File: config.mk
export PLATFORM = sky130hd
export DESIGN_NAME = rng_stimulus_bank
export DESIGN_NICKNAME = d
export VERILOG_FILES = /design/src/rtl/rng_stimulus_bank.sv
export SDC_FILE = /design/constraint.sdc
export NUM_CORES = 1
export LEC_CHECK = 0
export ABC_AREA = 1
export CAP_MARGIN = 10
export CORE_UTILIZATION = 55
export DETAILED_ROUTE_END_ITERATION = 6
export DONT_BUFFER_PORTS = 1
export HOLD_SLACK_MARGIN = 0.15
export PLACE_DENSITY_LB_ADDON = 0.15
export SETUP_SLACK_MARGIN = 0.2
export SYNTH_ARGS = -nofsm -noshare
export SYNTH_HDL_FRONTEND = slang
export SYNTH_SLANG_ARGS = --single-unit
File: constraint.sdc
create_clock -name i_clk -period 1.7 [get_ports i_clk]
set_input_delay 0.255 -clock i_clk [delete_from_list [all_inputs] [get_ports i_clk]]
set_output_delay 0.255 -clock i_clk [all_outputs]
set_load 0.005 [all_outputs]
File: src/rtl/rng_stimulus_bank.sv
// Multi-channel Galois LFSR stimulus source with rate divider, burst sequencer
// and a MISR that folds a DUT response bus into a running signature.
module rng_stimulus_bank #(
   parameter int               NUM_CH   = 4,
   parameter int               WIDTH    = 64,
   parameter logic [WIDTH-1:0] POLY     = WIDTH'(64'hD800_0000_0000_0000),
   parameter logic [WIDTH-1:0] SEED     = WIDTH'(1),
   parameter int               DIV      = 1,
   parameter int               CNT_W    = 16,
   parameter int               SIG_W    = 64,
   parameter logic [SIG_W-1:0] SIG_POLY = SIG_W'(64'h1B)
) (
   input  logic                    i_clk,
   input  logic                    i_rst_n,
   input  logic [1:0]              i_mode,
   input  logic                    i_start,
   input  logic [CNT_W-1:0]        i_burst_len,
   input  logic [SIG_W-1:0]        i_capture_in,
   output logic [NUM_CH*WIDTH-1:0] o_random_number,
   output logic [SIG_W-1:0]        o_signature,
   output logic [CNT_W-1:0]        o_step_count,
   output logic                    o_busy,
   output logic                    o_done
);

   localparam int         DIV_W       = (DIV > 1) ? $clog2(DIV) : 1;
   localparam logic [1:0] MODE_FREE   = 2'd0;
   localparam logic [1:0] MODE_BURST  = 2'd2;
   localparam logic [1:0] MODE_RESEED = 2'd3;

   typedef enum logic {S_IDLE, S_RUN} state_e;

   state_e                         r_state;
   logic [CNT_W-1:0]               r_remaining;
   logic                           r_busy;
   logic                           r_done;
   logic [DIV_W-1:0]               r_div_cnt;
   logic [CNT_W-1:0]               r_step_count;
   logic [SIG_W-1:0]               r_sig;
   logic [NUM_CH-1:0][WIDTH-1:0]   r_lfsr;

   logic [NUM_CH-1:0][WIDTH-1:0]   w_seed;
   logic [NUM_CH-1:0][WIDTH-1:0]   w_lfsr_nxt;
   logic                           w_tick;
   logic                           w_reseed;
   logic                           w_advance;
   logic [SIG_W-1:0]               w_sig_nxt;

   // Per-channel seed is a constant; a zero seed would lock the LFSR, so it becomes all-ones.
   for (genvar g = 0; g < NUM_CH; g++) begin : g_ch
      localparam logic [WIDTH-1:0] SEED_SUM = SEED + WIDTH'(g);
      assign w_seed[g]     = (SEED_SUM == '0) ? '1 : SEED_SUM;
      assign w_lfsr_nxt[g] = r_lfsr[g][0] ? ((r_lfsr[g] >> 1) ^ POLY) : (r_lfsr[g] >> 1);
   end

   assign w_tick    = (r_div_cnt == DIV_W'(DIV - 1));
   assign w_reseed  = (i_mode == MODE_RESEED);
   assign w_advance = w_tick && ((i_mode == MODE_FREE) ||
                                 ((r_state == S_RUN) && (i_mode == MODE_BURST)));
   assign w_sig_nxt = {r_sig[SIG_W-2:0], 1'b0} ^ (r_sig[SIG_W-1] ? SIG_POLY : '0) ^ i_capture_in;

   always_ff @(posedge i_clk or negedge i_rst_n) begin
      if (!i_rst_n) begin
         r_div_cnt    <= '0;
         r_lfsr       <= w_seed;
         r_step_count <= '0;
         r_sig        <= '0;
      end else if (w_reseed) begin
         r_div_cnt    <= '0;
         r_lfsr       <= w_seed;
         r_step_count <= '0;
         r_sig        <= '0;
      end else begin
         r_div_cnt <= w_tick ? '0 : r_div_cnt + DIV_W'(1);
         r_sig     <= w_sig_nxt;
         if (w_advance) begin
            r_lfsr       <= w_lfsr_nxt;
            r_step_count <= r_step_count + CNT_W'(1);
         end
      end
   end

   // Burst sequencer: leaving BURST mode aborts silently, only the final advance pulses done.
   always_ff @(posedge i_clk or negedge i_rst_n) begin
      if (!i_rst_n) begin
         r_state     <= S_IDLE;
         r_remaining <= '0;
         r_busy      <= 1'b0;
         r_done      <= 1'b0;
      end else begin
         r_done <= 1'b0;
         if (w_reseed) begin
            r_state <= S_IDLE;
            r_busy  <= 1'b0;
         end else begin
            case (r_state)
               S_IDLE: begin
                  if ((i_mode == MODE_BURST) && i_start && (i_burst_len != '0)) begin
                     r_remaining <= i_burst_len;
                     r_state     <= S_RUN;
                     r_busy      <= 1'b1;
                  end
               end
               S_RUN: begin
                  if (i_mode != MODE_BURST) begin
                     r_state <= S_IDLE;
                     r_busy  <= 1'b0;
                  end else if (w_advance) begin
                     if (r_remaining == CNT_W'(1)) begin
                        r_state <= S_IDLE;
                        r_busy  <= 1'b0;
                        r_done  <= 1'b1;
                     end
                     r_remaining <= r_remaining - CNT_W'(1);
                  end
               end
               default: begin
                  r_state <= S_IDLE;
                  r_busy  <= 1'b0;
               end
            endcase
         end
      end
   end

   assign o_random_number = r_lfsr;
   assign o_signature     = r_sig;
   assign o_step_count    = r_step_count;
   assign o_busy          = r_busy;
   assign o_done          = r_done;

endmodule

Yosys cells after proc, flatten, opt, wreduce, memory -nomap -nowiden
Index checks and enable logic that the tools add are counted.
Operators by class
  add/sub/neg operators: 3
  multiply operators: 0
  divide/modulo/power cells: 0
  $lt $le $gt $ge: 0
  eq/ne operators: 10
  shifts and indexed selects: 0
  mux-type cells: 33
  bitwise gates (word level): 9
  reduce and logical (&&, ||, !) cells: 10
Operator list (number)
  $mux W256: 2
  $mux W64: 5
  $mux W16: 5
  $xor A64 B5 Y64: 1
  $xor A64 B64 Y64: 1
  $pmux W16 S2: 1
  $mux W1: 17
  $add A16 B1 Y16 const B: 1
  $eq A16 B1 Y1 const B: 1
  $not A3 Y4: 4
  $reduce_bool A16 Y1: 1
  $sub A16 B1 Y16 const B: 1
  $ne A4 B1 Y1 const B: 2
  $ne A2 B2 Y1 const B: 3
  $mux W5: 1
  $eq A2 B2 Y1 const B: 2
  $logic_and A1 B1 Y1: 4
  $pmux W1 S2: 2
  $reduce_and A4 Y1: 1
  $ne A3 B3 Y1 const B: 1
  $not A1 Y1: 3
  $reduce_and A3 Y1: 1
  $logic_not A2 Y1: 1
  $ne A2 B1 Y1 const B: 1
  3 further kinds: 3
Word-level totals
  bits in registers: 356
  bits in latches: 0
  memory bits (writable): 0
  memory bits (read-only): 0
  bits of input ports: 85
  output and inout bits: 338
  logic and storage cells: 76
  memories kept: 0

Logic depth before layout (Yosys ltp)
Gate-level depths: netlist of run 1.
  word-level depth: 8
  gate-level depth with buffers: 10
  mapped depth without buffers: 10

Worst setup path after synthesis of run 1
Ideal clock, no wire load.
  path type: reg-to-reg
  from: register r_step_count[0] (netlist: o_step_count[0])
  to: register r_step_count[12] (netlist: o_step_count[12])
  library setup time: 0.121 ns
  arrival time: 1.325 ns
  required time: 1.579 ns
  path slack: 0.253 ns
  cell stages (with the launch flop): 8
  path buffers: 0
  clock period less this slack: 1.447 ns
  cell sequence: dfrtp_1 -> ha_1 -> nand3_1 -> nor2_1 -> nand2_1 -> nor2_1 -> nand3_1 -> o2bb2ai_1
On the way
  word-level cells in the longest chain between the ends: 3
RTL lines
  start, declared: RTL line 38  | logic [CNT_W-1:0] r_step_count;
  start signal, assigned: RTL line 78  | r_step_count <= r_step_count + CNT_W'(1);
  $add A16 B1 Y16: RTL line 78
  $mux W16: RTL line 76  | if (w_advance) begin
  $mux W16: RTL line 68  | end else if (w_reseed) begin
No other way between the ends. The select of a mux whose other input is x is not followed.
A chain may end at the register's enable or synchronous reset.

Worst setup path after layout of run 1
  from: register r_state
  to: register r_lfsr, in the netlist o_random_number[108]
On the way
  word-level cells in the longest chain between the ends: 4
RTL lines
  start, declared: RTL line 33  | state_e r_state;
  start signal, assigned: RTL line 86  | r_state <= S_IDLE;
  start signal, assigned: RTL line 93  | r_state <= S_IDLE;
  start signal, assigned: RTL line 100  | r_state <= S_RUN;
  $logic_and A1 B1 Y1: RTL line 59  | ((r_state == S_RUN) && (i_mode == MODE_BURST)));
  $logic_or A1 B1 Y1: RTL line 58  | assign w_advance = w_tick && ((i_mode == MODE_FREE) ||
  $logic_and A1 B1 Y1: RTL line 58
  $reduce_bool A2 Y1 (no line)
  end signal, assigned: RTL line 65  | r_lfsr <= w_seed;
  end signal, assigned: RTL line 70  | r_lfsr <= w_seed;
  end signal, assigned: RTL line 77  | r_lfsr <= w_lfsr_nxt;
  end, declared: RTL line 40  | logic [NUM_CH-1:0][WIDTH-1:0] r_lfsr;
No other way between the ends.

==> results of run 1 <==
==> power by group through the flow <==
| stage | clock [mW] | combinational, mW | sequential (mW) |
|---|---|---|---|
| after floorplan | 0 | 1.93 | 9.89 |
| after global placement | 0 | 2.26 | 10.2 |
| after detailed placement | 0 | 2.30 | 10.2 |
| after CTS | 8.81 | 2.50 | 10.1 |
| after global routing | 9.14 | 2.93 | 10.2 |
| final | 8.64 | 2.66 | 10.1 |
==> how the worst max path moves through the flow <==
| stage | startpoint | end | slack [ps] | cells past startpoint |
|---|---|---|---|---|
| finish | r_state$_DFF_PN0_ | o_random_number[108]$_DFFE_PN0P_ | 220 | 6 |
| global route | o_step_count[1]$_DFFE_PN0P_ | o_step_count[15]$_DFFE_PN0P_ | 110 | 8 |
| CTS | r_state$_DFF_PN0_ | o_random_number[188]$_DFFE_PN0P_ | 190 | 6 |
| detailed placement | r_state$_DFF_PN0_ | o_random_number[116]$_DFFE_PN0P_ | 110 | 8 |
| global placement | r_state$_DFF_PN0_ | o_random_number[121]$_DFFE_PN0P_ | 170 | 8 |
| floorplan | o_step_count[0]$_DFFE_PN0P_ | o_step_count[12]$_DFFE_PN0P_ | 250 | 7 |
==> per-stage QoR <==
stage               hold slack (ps)  cells  utilization, %
finish                         -569   1884            66.5
global route                   -592   1884            66.5
CTS                            -581   1875            65.6
detailed placement            -34.0   1728            57.7
global placement              -33.7   1728            57.7
floorplan                     -40.6   1381               -
==> timing repair <==
item | in CTS | in global routing
pin swaps | 0 | 1
endpoints found under the hold margin | 443 | 357
gates resized for setup | 5 | 33
hold buffers | 82 | 2
buffers inserted | 0 | 4
setup endpoints to repair | 185 | 165
gates cloned | 1 | 3
==> state kept, by name, indices dropped and copies added (netlist names) <==
name / cells
o_step_count: 16
r_state: 1
r_remaining: 16
o_done: 1
o_signature: 64
o_random_number: 256
o_busy: 1
==> cells by family (layout without fill, tap and decap cells) <==
kind of cell | after synthesis | after routing | synth area share (%)
fa+ha+maj | 3 | 3 | 0.241
buf+inv | 353 | 478 | 10.0
compound gates | 309 | 309 | 20.8
xor+xnor | 79 | 79 | 4.45
flops | 355 | 355 | 57.1
simple gates | 282 | 282 | 7.37
==> metal layers <==
metal | GRT usage [%] | up-vias | part of all wire [%]
met5 | 0 | - | 0
met4 | 8.34 | 0 | 2.6
met3 | 11.3 | 70 | 11
met2 | 39.7 | 362 | 47
met1 | 31.0 | 5138 | 39
li1 | - | 4670 | -
==> layout make-up <==
cell class | instances | area [sq um]
Inverter | 282 | 1080
Timing Repair inverter | 2 | 17.5
Timing Repair Buffer | 130 | 1480
Fill cell | 2077 | 9310
Clock buffer | 59 | 1190
Multi-Input combinational cell | 673 | 5220
Clock inverter | 5 | 128
Tap cell | 378 | 473
Sequential cell | 355 | 8890
==> cell usage in the layout, fill, tap and decap left out, drive strengths merged <==
| master | instances |
|---|---|
| buf | 44 |
| o2bb2ai | 1 |
| clkbuf | 60 |
| a32o | 1 |
| nand3b | 2 |
| bufbuf | 1 |
| nor3 | 3 |
| o22ai | 238 |
| o21a | 1 |
| o21ai | 49 |
| dfrtp | 350 |
| xor2 | 3 |
| nand4 | 4 |
| clkinvlp | 1 |
| dlygate4sd3 | 84 |
| a21oi | 18 |
| inv | 284 |
| dfstp | 5 |
| nor2 | 107 |
| ha | 3 |
| bufinv | 4 |
| nand2 | 130 |
| xnor2 | 76 |
| nand3 | 36 |
| o31ai | 1 |
==> results.sh, run 1 <==
export IMPL_syn_area_sq_um=15600
export IMPL_critPathKind="reg2reg"
export IMPL_yosysTopAreaCell="dfrtp_1"
export IMPL_setup_viol=0
export IMPL_pwr_density_cell_nw_per_um2=1160
export IMPL_outcome="finished with violations"
export IMPL_synth_most_common_cell="dfrtp_1"
export IMPL_via_per_inst=5.44
export IMPL_critPathArrivalTime_ps=1880
export IMPL_clockRootBuffer="clkbuf_16"
export IMPL_ant_nets=0
export IMPL_violations="negative hold slack"
export IMPL_core_area_sq_um=27800
export IMPL_hold_slack_ps=-569
export IMPL_hold_violations=355
export IMPL_drive_gt1_share_pct=23.9
export IMPL_r2r_start="r_state$_DFF_PN0_"
export IMPL_syn_nets=1469
export IMPL_slowest_delay_ps=410
export IMPL_synth_cell_types=30
export IMPL_yosys_top_cells_area="dfrtp_1, o22ai_2, inv_1, xnor2_1, nand2_1"
export IMPL_ys_ff_latch=355
export IMPL_place_ws_ps=111
export IMPL_slew_headroom_pct=55.5
export IMPL_cts_max_level=2
export IMPL_cts_buffer_depth=3
export IMPL_end_kind="flip-flop"
export IMPL_synth_seq_area_share_pct=57.1
export IMPL_ys_top_cells_by_count="dfrtp_1, inv_1, o22ai_2"
export IMPL_crit_family="buffers and inverters"
export IMPL_crit_required_ps=2090
export IMPL_slew_violations=0
export IMPL_cts_tree="yes"
export IMPL_grt_first_pass_wirelength_microns=57400
export IMPL_combPwrFrac_pct=12.5
export IMPL_insertedDiodeCount=0
export IMPL_rrSetupSlack_ps=220
export IMPL_setup_ws_ps=217
export IMPL_wl_microns=38000
export IMPL_synthCells=1381
export IMPL_cp_start_kind="flip-flop"
export IMPL_ys_warnings_count=0
export IMPL_start_util_pct=56.0
export IMPL_p_seq_share_pct=47.2
export IMPL_hp_class="in2async"
export IMPL_grt_max_degree=356
export IMPL_num_vias=10240
export IMPL_min_period_over_period_pct=87.2
export IMPL_rsz0062_at_grt="yes"
export IMPL_critPathMaxFanout=30
export IMPL_antenna_found_initial=0
export IMPL_synthFlopType="dfrtp_1"
export IMPL_cp_cell_sequence="inv_4, nand2_4, nand2_8, buf_12, bufbuf_16, o22ai_2"
export IMPL_reg2regPathDepth=6
export IMPL_internal_power_mw=15.8
export IMPL_die_x_microns=170
export IMPL_maxCapViolCount=0
export IMPL_cts_buffers=38
export IMPL_clkPwrFrac_pct=40.4
export IMPL_drc_errors=0
export IMPL_area_delta_synth_final_pct=18.7
export IMPL_wl_per_cell_microns=20.1
export IMPL_setup_tns_final_ps=0
export IMPL_tightest_slew_ps=668
export IMPL_io_buffers=0
export IMPL_clk_latency_ps=520
export IMPL_synth_top_cell_area_share_pct=56.3
export IMPL_swShare_pct=26.1
export IMPL_drtIter0Drc=680
export IMPL_fmax_mhz=674
export IMPL_crit_slowest_cell="dfrtp_1"
export IMPL_ios=423
export IMPL_final_area_sq_um=18500
export IMPL_postSynth_asyncResetShare_pct=100
export IMPL_finalClockSkew_ps=7.90
export IMPL_post_dp_cell_area_sq_um=16000
export IMPL_critPathBufInv=3
export IMPL_synth_edf_count=0
export IMPL_grt_pass1_vias=10257
export IMPL_row_count=61
export IMPL_place_congestion=0.854
export IMPL_gr_total_overflow=0
export IMPL_peakVddDrop_mv=0.885
export IMPL_dp_hpwl_microns=24300
export IMPL_p_leak_nw=7.75
export IMPL_power_switching_mw=5.58
export IMPL_total_power_mw=21.4
export IMPL_dr_pass1_iters=5
export IMPL_die_area_sq_um=29000
export IMPL_nNetsFinal=1570
export IMPL_syn_avg_cell_area_sq_um=11.3
export IMPL_die_y_microns=170
export IMPL_clkTransAtPathRegs_ps=60
export IMPL_clkSinkCount=355
export IMPL_grt_use_total_pct=25.3
export IMPL_fin_crit_ps=1480
export IMPL_r2r_end="o_random_number[108]$_DFFE_PN0P_"
Note: power is estimated with default switching activity, not from simulation.
==> run 2, diff against run 1 <==
- ABC_AREA: 1 -> default
==> results.sh, run 2 <==
export IMPL_yosys_area_share_simple_pct=26.9
export IMPL_io_buffers=0
export IMPL_maxCapViolCount=0
export IMPL_pwr_density_cell_nw_per_um2=1070
export IMPL_top_layer_used="met4"
export IMPL_slew_violations=0
export IMPL_synth_xor_xnor_area_share_pct=5.18
export IMPL_peakVddDrop_mv=0.873
export IMPL_crit_required_ps=2140
export IMPL_setup_ws_ps=-342
export IMPL_synth_seq_area_share_pct=61.1
export IMPL_grt_use_total_pct=29.6
export IMPL_ant_nets=0
export IMPL_num_vias=12453
export IMPL_final_cell_mix="nand2_1, dfrtp_1, nand3_1"
export IMPL_grt_max_degree=356
export IMPL_cts_buffer_depth=3
export IMPL_die_area_sq_um=27100
export IMPL_min_period_over_period_pct=120
export IMPL_clockRootBuffer="clkbuf_16"
export IMPL_drt_met1_wl_microns=17700
export IMPL_fmax_mhz=490
export IMPL_synth_edf_count=0
export IMPL_cts_buffers=38
export IMPL_slew_headroom_pct=26.2
export IMPL_via_per_inst=6.03
export IMPL_clkTransAtPathRegs_ps=60
export IMPL_hold_violations=351
export IMPL_drc_errors=0
export IMPL_yosys_top_cells_area="dfrtp_1, nand2_1, nand3_1, xnor2_1, nor2_1"
export IMPL_synthAdderAreaFrac_pct=0.258
export IMPL_synth_cell_types=54
export IMPL_syn_nets=1639
export IMPL_cts_tree="yes"
export IMPL_wl_microns=48700
export IMPL_total_power_mw=21.5
export IMPL_p_leak_nw=10.1
export IMPL_largest_reg_flops=256
export IMPL_synthMuxAreaShare_pct=0.413
export IMPL_core_area_sq_um=26000
export IMPL_synth_compound_area_share_pct=3.11
export IMPL_post_dp_cell_area_sq_um=15200
export IMPL_fin_cells=2066
export IMPL_place_congestion=0.863
export IMPL_ys_warnings_count=0
export IMPL_postSynth_asyncResetShare_pct=100
export IMPL_end_kind="flip-flop"
export IMPL_dpl_cell_count=1846
export IMPL_wl_per_cell_microns=23.6
export IMPL_wl_met3_microns=4460
export IMPL_row_count=59
export IMPL_drive_gt1_share_pct=28.3
export IMPL_die_y_microns=165
export IMPL_area_delta_synth_final_pct=37.8
export IMPL_start_util_pct=56.0
export IMPL_wl_met2_microns=23900
export IMPL_outcome="finished with violations"
export IMPL_synth_most_common_cell="nand2_1"
export IMPL_rsz0062_at_grt="yes"
export IMPL_die_x_microns=165
export IMPL_critPathArrivalTime_ps=2480
export IMPL_critPathMaxFanout=2
export IMPL_synthCells=1551
export IMPL_ys_top_cells_by_count="nand2_1, dfrtp_1, nand3_1"
export IMPL_synthFlopType="dfrtp_1"
export IMPL_final_area_sq_um=20000
export IMPL_hold_slack_ps=-559
export IMPL_reg2regPathDepth=5
export IMPL_hp_class="in2async"
export IMPL_critPathKind="reg2reg"
export IMPL_ios=423
export IMPL_postCtsHoldBufs=83
export IMPL_violations="negative hold slack, negative setup slack"
export IMPL_grt_first_pass_wirelength_microns=62600
export IMPL_layout_commonest_cell="nand2_1"
export IMPL_cts_max_level=2
export IMPL_dp_hpwl_microns=24900
export IMPL_clk_latency_ps=510
export IMPL_setup_viol=13
export IMPL_ys_ff_latch=355
export IMPL_tightest_slew_ps=1110
export IMPL_syn_avg_cell_area_sq_um=9.38
export IMPL_drtIter0Drc=1009
export IMPL_syn_area_sq_um=14600
export IMPL_fin_crit_ps=2040
export IMPL_finalClockSkew_ps=10.4
export IMPL_cp_start_kind="flip-flop"
export IMPL_antenna_found_initial=2
export IMPL_setup_tns_final_ps=-2270
export IMPL_synth_top_cell_area_share_pct=60.2
export IMPL_clkSinkCount=355
export IMPL_gr_total_overflow=0
export IMPL_place_ws_ps=-288
export IMPL_nNetsFinal=1789
export IMPL_yosysTopAreaCell="dfrtp_1"
export IMPL_dr_pass1_iters=5
export IMPL_grt_pass1_vias=11042
export IMPL_synth_top_family_by_area="simple AND/OR/NAND/NOR gates"
run 2: cell types whose count changed in the layout (fill, tap and decap cells not counted), moves of 61 or more:
cell and change:
nand2_1 +289, inv_1 -275, o22ai_2 -221, nand3_2 +122, nand3_1 +99, nand2_2 +61
run 2: power breakdown:
part           total, mW  leakage (nW)  switching [mW]  internal (mW)
Sequential          10.1          4.77           0.942           9.16
Clock               8.26         0.611            3.36           4.90
Combinational       3.15          4.67            1.64           1.51
run 2: logic make-up (layout without fill, tap and decap cells):
| kind of cell | Yosys count | count (layout) |
|---|---|---|
| AO/OA/AOI/OAI | 75 | 75 |
| XOR/XNOR | 86 | 86 |
| adder cells (fa/ha/maj) | 3 | 3 |
| buffers and inverters | 110 | 286 |
| flip-flops | 355 | 355 |
| multiplexers | 6 | 6 |
| other | 0 | 2 |
| AND/OR/NAND/NOR | 916 | 918 |
run 2: area by class of cell:
| cell class | count | area, sq um |
|---|---|---|
| Timing Repair Buffer | 214 | 2710 |
| Multi-Input combinational cell | 1088 | 6770 |
| Clock inverter | 14 | 155 |
| Sequential cell | 355 | 8890 |
| Tap cell | 335 | 419 |
| Fill cell | 1579 | 5940 |
| Clock buffer | 54 | 1080 |
| Antenna cell | 2 | 5.00 |
| Inverter | 4 | 17.5 |
run 2: per-layer routing:
layer,vias up,GRT usage (%)
met3,161,9.52
met4,0,14.1
met1,6245,36.2
met5,-,0
met2,659,47.7
li1,5388,-
run 2: per-stage QoR:
step	hold slack, ps	util (%)
after floorplan	-40.6	-
after global placement	-32.3	58.5
after detailed placement	-33.4	58.5
after CTS	-567	67.9
after global routing	-577	77.1
final	-559	77.1
run 2: path summary, 6_finish.rpt:
kind,from,end,slack [ps]
hold / removal,i_rst_n,o_random_number[12]$_DFFE_PN0P_,-560
hold reg to reg,o_random_number[11]$_DFFE_PN0P_,o_random_number[10]$_DFFE_PN0P_,520
min in group i_clk,i_mode[1],o_step_count[0]$_DFFE_PN0P_,230
max in group asynchronous,i_rst_n,o_random_number[177]$_DFFE_PN0P_,1350
setup reg to reg,r_remaining[10]$_DFFE_PN0P_,r_remaining[13]$_DFFE_PN0P_,-340
setup / recovery,r_remaining[10]$_DFFE_PN0P_,r_remaining[13]$_DFFE_PN0P_,-340
run 2: what timing repair did:
item	CTS	global route
endpoints found under the hold margin	479	355
setup endpoints to repair	256	353
pin swaps	19	226
setup buffers	12	15
gates cloned	4	36
gates resized for setup	50	366
run 2: critical path, cell delays in order, from the launching register on:
cell and delay (ps):
dfrtp_1 390, or4_4 550, or3_4 380, or3_4 350, a21oi_2 160, a2bb2oi_2 140
==> run 3, diff against run 2 <==
- HOLD_SLACK_MARGIN: 0.15 -> 0.03
- PLACE_DENSITY: default -> 0.7
- PLACE_DENSITY_LB_ADDON: 0.15 -> default
==> results.sh, run 3 (synthesis gave the netlist of run 2 again) <==
export IMPL_cts_tree="yes"
export IMPL_swShare_pct=26.9
export IMPL_cp_start_kind="flip-flop"
export IMPL_finalClockSkew_ps=15.5
export IMPL_clkTransAtPathRegs_ps=60
export IMPL_fin_crit_ps=2100
export IMPL_gr_total_overflow=0
export IMPL_combPwrFrac_pct=13.4
export IMPL_peakVddDrop_mv=1.10
export IMPL_grt_use_met1_pct=36.0
export IMPL_row_count=59
export IMPL_setup_worst_path_start="r_remaining[9]$_DFFE_PN0P_"
export IMPL_maxCapViolCount=0
export IMPL_slew_headroom_pct=3.93
export IMPL_hold_slack_ps=-568
export IMPL_grt_met2_usage_pct=49.4
export IMPL_fillCellCount=1790
export IMPL_place_ws_ps=-323
export IMPL_clockRootBuffer="clkbuf_16"
export IMPL_ant_nets=0
export IMPL_grt_max_degree=356
export IMPL_internal_power_mw=15.7
export IMPL_setup_ws_ps=-398
export IMPL_drive_gt1_share_pct=15.5
export IMPL_num_vias=12249
export IMPL_clk_latency_ps=520
export IMPL_r2r_start="r_remaining[9]$_DFFE_PN0P_"
export IMPL_ios=423
export IMPL_dr_pass1_iters=7
export IMPL_die_y_microns=165
export IMPL_setup_tns_final_ps=-3290
export IMPL_slew_violations=0
export IMPL_grt_pass1_vias=11037
export IMPL_hold_violations=350
export IMPL_p_leak_nw=9.37
export IMPL_grt_use_total_pct=30.7
export IMPL_wl_microns=47600
export IMPL_grt_busiest_layer="met2"
export IMPL_setup_viol=13
export IMPL_io_buffers=0
export IMPL_die_area_sq_um=27100
export IMPL_end_kind="flip-flop"
export IMPL_drtIter0Drc=1264
export IMPL_drc_errors=0
export IMPL_p_seq_share_pct=47.3
export IMPL_wl_per_cell_microns=23.2
export IMPL_power_switching_mw=5.76
export IMPL_cts_buffers=37
export IMPL_crit_required_ps=2100
export IMPL_hp_class="in2async"
export IMPL_dp_hpwl_microns=25400
export IMPL_nNetsFinal=1777
export IMPL_cts_buffer_depth=3
export IMPL_tightest_slew_ps=1440
export IMPL_critPathKind="reg2reg"
export IMPL_via_per_inst=5.96
export IMPL_die_x_microns=165
export IMPL_outcome="finished with violations"
export IMPL_final_cell_mix="nand2_1, dfrtp_1, nand3_1"
export IMPL_place_congestion=0.884
export IMPL_layout_commonest_cell="nand2_1"
export IMPL_pwr_density_cell_nw_per_um2=1150
export IMPL_violations="negative hold slack, negative setup slack"
export IMPL_fin_util_pct=71.8
export IMPL_clkSinkCount=355
export IMPL_largest_reg_flops=256
export IMPL_clkPwrFrac_pct=39.2
export IMPL_critPathMaxFanout=4
export IMPL_critPathArrivalTime_ps=2500
export IMPL_cts_max_level=2
export IMPL_start_util_pct=56.0
export IMPL_min_period_over_period_pct=123
export IMPL_antenna_found_initial=8
export IMPL_fmax_mhz=477
export IMPL_rsz0062_at_grt="yes"
export IMPL_grt_first_pass_wirelength_microns=63500
export IMPL_use_met3_pct=11.4
export IMPL_core_area_sq_um=26000
export IMPL_area_delta_synth_final_pct=28.2
## run 3: cell count changes in the layout (fill, tap and decap cells not counted), moves of 10 or more
cell,change
nand2_1,+95
nand3_1,+121
nand2_2,-56
clkbuf_16,-10
nand3_2,-111
nand2_4,-39
nand3_4,-10
## run 3: power groups by stage
| stage | Clock, mW | Sequential, mW | Combinational, mW |
|---|---|---|---|
| 2_1_floorplan | 0 | 9.89 | 1.38 |
| 3_3_place_gp | 0 | 10.2 | 1.92 |
| 3_5_place_dp | 0 | 10.2 | 1.95 |
| 4_1_cts | 8.50 | 10.0 | 2.34 |
| 5_1_grt | 8.83 | 10.2 | 3.07 |
| 6_report | 8.41 | 10.1 | 2.88 |
## run 3: layout make-up
| type | instances | area (sq um) | area share, % |
|---|---|---|---|
| Tap cell | 335 | 419 | 2.25 |
| Clock inverter | 9 | 151 | 0.811 |
| Sequential cell | 355 | 8890 | 47.6 |
| Timing Repair Buffer | 205 | 2410 | 12.9 |
| Inverter | 4 | 21.3 | 0.114 |
| Multi-Input combinational cell | 1086 | 5650 | 30.3 |
| Clock buffer | 55 | 1110 | 5.93 |
| Antenna cell | 5 | 12.5 | 0.0671 |
## run 3: worst max-delay path: stages, from the launching register on
cell and delay (ps):
dfrtp_1 390, or4_4 540, buf_4 150, buf_6 100
or3_4 380, o21a_1 220, o22a_1 200
## run 3: path summary, 6_finish.rpt
| kind | slack, ps | cells past startpoint | to |
|---|---|---|---|
| min | -570 | 0 | r_remaining[9]$_DFFE_PN0P_ |
| min in group i_clk | 70 | 3 | o_signature[4]$_DFF_PN0_ |
| max | -400 | 6 | o_busy$_DFFE_PN0P_ |
| max in group asynchronous | 1090 | 0 | o_signature[8]$_DFF_PN0_ |
| max reg2reg | -400 | 6 | o_busy$_DFFE_PN0P_ |
| min reg2reg | 520 | 2 | o_random_number[42]$_DFFE_PN0P_ |
## run 3: repair_timing
action,CTS,global route
gates cloned,2,22
setup endpoints to repair,225,206
setup buffers,14,19
hold buffers,80,1
pin swaps,16,51
hold endpoints to repair,436,356
resized for setup,43,93
## run 3: layer usage
layer | share of wire (%) | vias up
met4 | 5.8 | 6
met1 | 35 | 6011
li1 | - | 5367
met3 | 11 | 172
met2 | 48 | 693
met5 | 0.092 | -
## run 3: per-stage QoR
step	cells	area, sq um	total power [mW]
floorplan	1551	14600	11.3
global placement	1847	15300	12.1
detailed placement	1847	15300	12.1
CTS	2007	17700	20.9
global route	2052	18700	22.1
finish	2054	18700	21.4
